==> src/rtl/fpu_pkg.sv <==
`default_nettype none
// ============================================================================
// Module      : fpu_pkg
// Description : Shared binary32 field widths and rounding-mode encodings for
//               the FPU converter family.
// Revision    : 1.0 - initial release
// ============================================================================
package fpu_pkg;

    localparam int   FP_EXP_W = 8;
    localparam int   FP_MAN_W = 23;
    localparam int   FP_BIAS  = 127;

    localparam logic RM_RNE   = 1'b0;
    localparam logic RM_RTZ   = 1'b1;

endpackage
`default_nettype wire

==> src/rtl/fpu_lzc.sv <==
`default_nettype none
// ============================================================================
// Module      : fpu_lzc
// Description : Combinational leading-zero counter; cnt = W when x is zero.
// Revision    : 1.0 - initial release
// ============================================================================
module fpu_lzc #(
    parameter int W = 32
) (
    input  logic [W-1:0]       x,
    output logic [$clog2(W):0] cnt,
    output logic               zero
);

    localparam int C_CW = $clog2(W) + 1;

    // Ascending scan: the last hit is the most significant set bit.
    always_comb begin
        cnt = C_CW'(W);
        for (int i = 0; i < W; i++) begin
            if (x[i]) begin
                cnt = C_CW'(W - 1 - i);
            end
        end
    end

    assign zero = ~|x;

endmodule
`default_nettype wire

==> src/rtl/itof_pipe.sv <==
`default_nettype none
// ============================================================================
// Module      : itof_pipe
// Description : Three-stage integer to binary32 converter (RNE/RTZ) with
//               valid/ready handshake and sideband tag.
// Revision    : 1.0 - initial release
// ============================================================================
module itof_pipe
    import fpu_pkg::*;
#(
    parameter int IN_W  = 32,
    parameter int TAG_W = 4
) (
    input  logic             clk,
    input  logic             rstn,
    input  logic             in_valid,
    output logic             in_ready,
    input  logic [IN_W-1:0]  in_x,
    input  logic             in_signed,
    input  logic             in_rm,
    input  logic [TAG_W-1:0] in_tag,
    output logic             out_valid,
    input  logic             out_ready,
    output logic [31:0]      out_y,
    output logic             out_inexact,
    output logic [TAG_W-1:0] out_tag
);

    localparam int C_LZ_W = $clog2(IN_W) + 1;
    localparam int C_P_W  = 7;
    localparam int C_X_W  = IN_W + 25;

    if (IN_W < 8 || IN_W > 64) begin : g_bad_in_w
        $error("itof_pipe: IN_W must be in 8..64");
    end

    logic             w_adv;
    logic             w_sign;
    logic [IN_W-1:0]  w_mag;
    logic [C_LZ_W-1:0] w_lz;
    logic             w_zero;
    logic [IN_W-2:0]  w_norm;
    logic [C_P_W-1:0] w_p;

    logic             r_v1, r_sign1, r_rm1;
    logic [IN_W-1:0]  r_mag1;
    logic [TAG_W-1:0] r_tag1;

    logic             r_v2, r_sign2, r_rm2, r_zero2;
    logic [IN_W-2:0]  r_norm2;
    logic [C_P_W-1:0] r_p2;
    logic [TAG_W-1:0] r_tag2;

    logic [C_X_W-1:0]    w_ext;
    logic [FP_MAN_W-1:0] w_frac;
    logic                w_g, w_r, w_s, w_rnd_up, w_inexact;
    logic [FP_MAN_W:0]   w_sum;
    logic [FP_EXP_W-1:0] w_exp;
    logic [31:0]         w_y;

    assign w_adv    = !out_valid || out_ready;
    assign in_ready = w_adv;

    // S1: the negated most-negative value is exactly 2^(IN_W-1) as unsigned.
    assign w_sign = in_signed & in_x[IN_W-1];
    assign w_mag  = w_sign ? -in_x : in_x;

    // S2: the leading one is implicit, so only the bits below it are kept.
    fpu_lzc #(.W(IN_W)) u_lzc (
        .x    (r_mag1),
        .cnt  (w_lz),
        .zero (w_zero)
    );

    assign w_norm = (IN_W-1)'(r_mag1 << w_lz);
    assign w_p    = C_P_W'(IN_W - 1) - C_P_W'(w_lz);

    // S3: zero padding guarantees f, G, R and at least one sticky bit exist.
    assign w_ext     = {r_norm2, 26'd0};
    assign w_frac    = w_ext[C_X_W-1 -: FP_MAN_W];
    assign w_g       = w_ext[C_X_W-FP_MAN_W-1];
    assign w_r       = w_ext[C_X_W-FP_MAN_W-2];
    assign w_s       = |w_ext[C_X_W-FP_MAN_W-3:0];
    assign w_rnd_up  = (r_rm2 == RM_RNE) & w_g & (w_r | w_s | w_frac[0]);
    assign w_sum     = {1'b0, w_frac} + (FP_MAN_W+1)'(w_rnd_up);
    assign w_exp     = FP_EXP_W'(FP_BIAS) + FP_EXP_W'(r_p2) + FP_EXP_W'(w_sum[FP_MAN_W]);
    assign w_y       = r_zero2 ? 32'h0000_0000 : {r_sign2, w_exp, w_sum[FP_MAN_W-1:0]};
    assign w_inexact = !r_zero2 & (w_g | w_r | w_s);

    always_ff @(posedge clk or negedge rstn) begin
        if (!rstn) begin
            r_v1        <= 1'b0;
            r_sign1     <= 1'b0;
            r_rm1       <= 1'b0;
            r_mag1      <= '0;
            r_tag1      <= '0;
            r_v2        <= 1'b0;
            r_sign2     <= 1'b0;
            r_rm2       <= 1'b0;
            r_zero2     <= 1'b0;
            r_norm2     <= '0;
            r_p2        <= '0;
            r_tag2      <= '0;
            out_valid   <= 1'b0;
            out_y       <= '0;
            out_inexact <= 1'b0;
            out_tag     <= '0;
        end else if (w_adv) begin
            r_v1        <= in_valid;
            r_sign1     <= w_sign;
            r_rm1       <= in_rm;
            r_mag1      <= w_mag;
            r_tag1      <= in_tag;
            r_v2        <= r_v1;
            r_sign2     <= r_sign1;
            r_rm2       <= r_rm1;
            r_zero2     <= w_zero;
            r_norm2     <= w_norm;
            r_p2        <= w_p;
            r_tag2      <= r_tag1;
            out_valid   <= r_v2;
            out_y       <= w_y;
            out_inexact <= w_inexact;
            out_tag     <= r_tag2;
        end
    end

endmodule
`default_nettype wire

==> config.mk <==
export PLATFORM = sky130hd
export DESIGN_NAME = itof_pipe
export DESIGN_NICKNAME = d
export VERILOG_FILES = /design/src/rtl/fpu_pkg.sv /design/src/rtl/fpu_lzc.sv /design/src/rtl/itof_pipe.sv
export SDC_FILE = /design/constraint.sdc
export NUM_CORES = 1
export LEC_CHECK = 0
export BUFFER_PORTS_ARGS = -buffer_cell sky130_fd_sc_hd__buf_2
export CAP_MARGIN = 5
export CORE_MARGIN = 4
export CORE_UTILIZATION = 39
export DETAILED_ROUTE_END_ITERATION = 8
export PLACE_DENSITY_LB_ADDON = 0.1
export SYNTH_ARGS = -nofsm -noshare
export SYNTH_HDL_FRONTEND = slang
export SYNTH_SLANG_ARGS = --single-unit
==> constraint.sdc <==
create_clock -name clk -period 8.85 [get_ports clk]
set_clock_uncertainty 0.05 [all_clocks]
set_input_delay 0.4425 -clock clk [delete_from_list [all_inputs] [get_ports clk]]
set_output_delay 0.4425 -clock clk [all_outputs]
set_load 0.02 [all_outputs]
==> summary.md <==
| Metric | Value |
|---|---|
| Status | finished clean |
| Mapped Cells | 944 |
| Reg-to-reg slack, setup | 5070 ps |
| CP endpoint kind | flip-flop |
| Tmin final | 3780 ps |
| Clock Path Buffers | 2 |
| Cell taking the most area after synthesis | dfrtp_1 |
| Detailed Place HPWL | 16300 um |
| Post-cts resize count | 0 |
| Die footprint | 23200 um2 |
| Max_slew headroom | 0.386 |
| Worst Max-Slew Pin Slew | 917 ps |
| Vias | 6958 |
| Initial antenna violation count | 0 |
| Number of global-route vias before repair | 6577 |
| Synth-to-layout area growth | 12.7% |
| Num CTS Buffers | 17 |
| Gr usage total | 0.199 |
| Register area share after synthesis | 0.376 |
| Final worst setup slack | 5070 ps |
| Core region area | 20400 um2 |
| Fraction of layout cells with a size suffix above 1 | 0.165 |
| Setup Buffers After CTS | 0 |
| First-pass GRT wire length | 37900 um |
| Post-synth top area share | 0.376 |
| Port Buf Inserts | 80 |
| CTS Root Cell | clkbuf_16 |
| Ys Warns | 0 |
| First-pass DRT Iterations | 5 |
| Post-route ant nets | 0 |
| Drt initial violations | 606 |
| Part of the cycle the worst path needs | 0.427 |
| Chip width | 152 um |
| Avg WL per Cell | 18.2 um |
| Post-synthesis async set-or-reset flop share | 1.00 |
| Diodes inserted | 0 |
| P per Cell Area | 337 nW/um2 |
| CTS Sinks | 122 |
| Die height | 152 um |
| Synth Cell Area | 8120 um2 |
| Nets@finish | 1024 |
| DR vias/cell | 5.52 |
| R2R Path End | r_norm2[25] |
| Final wirelength | 23000 um |
| Number of endpoints failing setup at the final stage | 0 |
| Final setup TNS | 0 ps |
| Pin count of the biggest net entering global routing | 155 |
| Syn Area/Cell | 8.60 um2 |
| Worst min path class | input port to asynchronous set/reset pin |
| Peak supply drop | 0.111 mV |
| Post-synth cell types | 86 |
| CTS tree | yes |
| Critical R2R Launch | r_mag1[31] |
| Io pins | 81 |
| Maxcap violations | 0 |
| Largest cells by area after synthesis | dfrtp_1, nand2_1, mux2i_1 |
| CP arrival | 4000 ps |
| CP max FO | 46 |
| Startpoint Class | flip-flop |
| Final hold vios | 0 |
| R2r worst-path depth | 10 |
| Cts hold-fix bufs | 0 |
| Gpl congestion | 0.914 |
| Residual DRC | 0 |
| Worst-path clk slew | 60 ps |
| Pins Over Slew Limit | 0 |
| Critical Path RT | 9070 ps |
| Max Clock Freq | 265 MHz |
| Htree depth | 4 |
| Synth Flop Type | dfrtp_1 |
| Leakage | 3.94 nW |
| Dpl ws | 5120 ps |
| Total congestion overflow | 0 |
| Post-synth EDFFs | 0 |
| RSZ-0062 raised after global routing | no |
| Setup CP Type | flip-flop to flip-flop |
| Later-pin clock latency in the skew report | 420 ps |
| Initial core utilization | 0.399 |
| Net count after synthesis | 990 |
| Row count | 52 |
| Synth Register Bits | 122 |
[cells by family (layout without fill, tap and decap cells)]
kind of cell	Yosys count	after routing	synth area share
and+or+nand+nor	361	361	0.211
AOI/OAI and AO/OA	250	250	0.207
DFF	122	122	0.376
buffers and inverters	94	141	0.0564
muxes	60	60	0.0867
xor gates and xnor gates	53	53	0.0571
adders and majority gates	4	4	0.00616
[cells in the mapped netlist, types with 3 or more instances]
master and count:
nand2_1 175, dfrtp_1 122, o21ai_0 80, nor2_1 64, a21oi_1 48, mux2i_1 43
clkbuf_1 38, xnor2_1 27, xor2_1 26, inv_1 20, nand3_1 18, buf_2 17
o31ai_1 15, nor3_1 14, and2_1 13, nand2b_1 12, nand4_1 12, o211ai_1 12
a22o_1 10, nor4_1 10, a22oi_1 8, mux2_2 8, o21a_1 7, a221o_1 6
and3_1 6, buf_4 6, mux4_2 6, a211o_1 5, a31oi_1 5, buf_1 5
buf_6 5, o21ai_1 5, o221ai_1 5, o22ai_1 5, or3_1 5, ha_1 4
nor2b_1 4, or4_1 4, and4_1 3, nand3b_1 3, o211ai_2 3
[report_power, final]
| group | switching (mW) | internal [mW] |
|---|---|---|
| logic | 0.826 | 0.540 |
| clock network | 0.264 | 0.428 |
| registers | 0.258 | 0.772 |
[worst max-delay path, cell delays in order, from the launching register on]
cell and delay (ps):
dfrtp_1 550, nor2b_4 80, or3_1 350, or4_4 550
o211ai_4 250, buf_4 530, mux2i_1 520, nor3_2 150
o2bb2ai_1 190, a221oi_2 240, o221ai_1 150
[routing by layer]
metal	GRT usage	vias to the layer above	share of wire
met5	0	-	0
met2	0.297	197	0.44
met4	0.0621	0	0.025
met1	0.289	3280	0.48
li1	-	3440	-
met3	0.0417	41	0.053
[how the worst max path moves through the flow]
stage                    start           to  cells after the start
floorplan           r_mag1[30]  r_norm2[25]                     10
global placement    r_mag1[31]  r_norm2[22]                     10
detailed placement  r_mag1[31]  r_norm2[25]                     10
CTS                 r_mag1[31]  r_norm2[25]                     10
global route        r_mag1[29]  r_norm2[24]                      8
finish              r_mag1[31]  r_norm2[25]                     10
[stage by stage]
| step | total power, mW | util | hold WS, ps | instances | area [um2] |
|---|---|---|---|---|---|
| finish | 3.09 | 0.450 | 105 | 1261 | 9160 |
| global route | 3.31 | 0.450 | 172 | 1261 | 9160 |
| CTS | 3.10 | 0.450 | 146 | 1261 | 9160 |
| detailed placement | 2.40 | 0.421 | 397 | 1229 | 8580 |
| global placement | 2.39 | 0.421 | 392 | 1229 | 8580 |
| floorplan | 2.00 | - | 96.9 | 944 | 8120 |
[layout make-up]
class	instances	area (um2)
multi-input combinational	728	4630
sequential	122	3050
inverter	20	75.1
tap	270	338
fill	2084	11200
clock buffer	21	460
timing repair buffer	89	483
clock inverter	11	119
[flip-flops by register name, indices dropped and copies added (netlist names), 4 cells and up]
register  cells
out_y        32
r_mag1       32
r_norm2      31
r_p2          6
out_tag       4
r_tag1        4
r_tag2        4
[cells in the final DEF (no fill, tap or decap), types with 5 or more instances in the layout]
cell	count
a211o_1	5
a21oi_1	48
a221o_1	6
a22o_1	10
a22oi_1	8
a31oi_1	5
and2_1	13
and3_1	6
buf_2	79
buf_4	9
clkbuf_16	17
dfrtp_1	122
inv_1	20
mux2_2	8
mux2i_1	43
mux4_2	6
nand2_1	175
nand2b_1	12
nand3_1	18
nand4_1	12
nor2_1	64
nor3_1	14
nor4_1	10
o211ai_1	12
o21a_1	7
o21ai_0	80
o21ai_1	5
o221ai_1	5
o22ai_1	5
o31ai_1	15
or3_1	5
xnor2_1	27
xor2_1	26
Power figures use the tool's default switching activity.
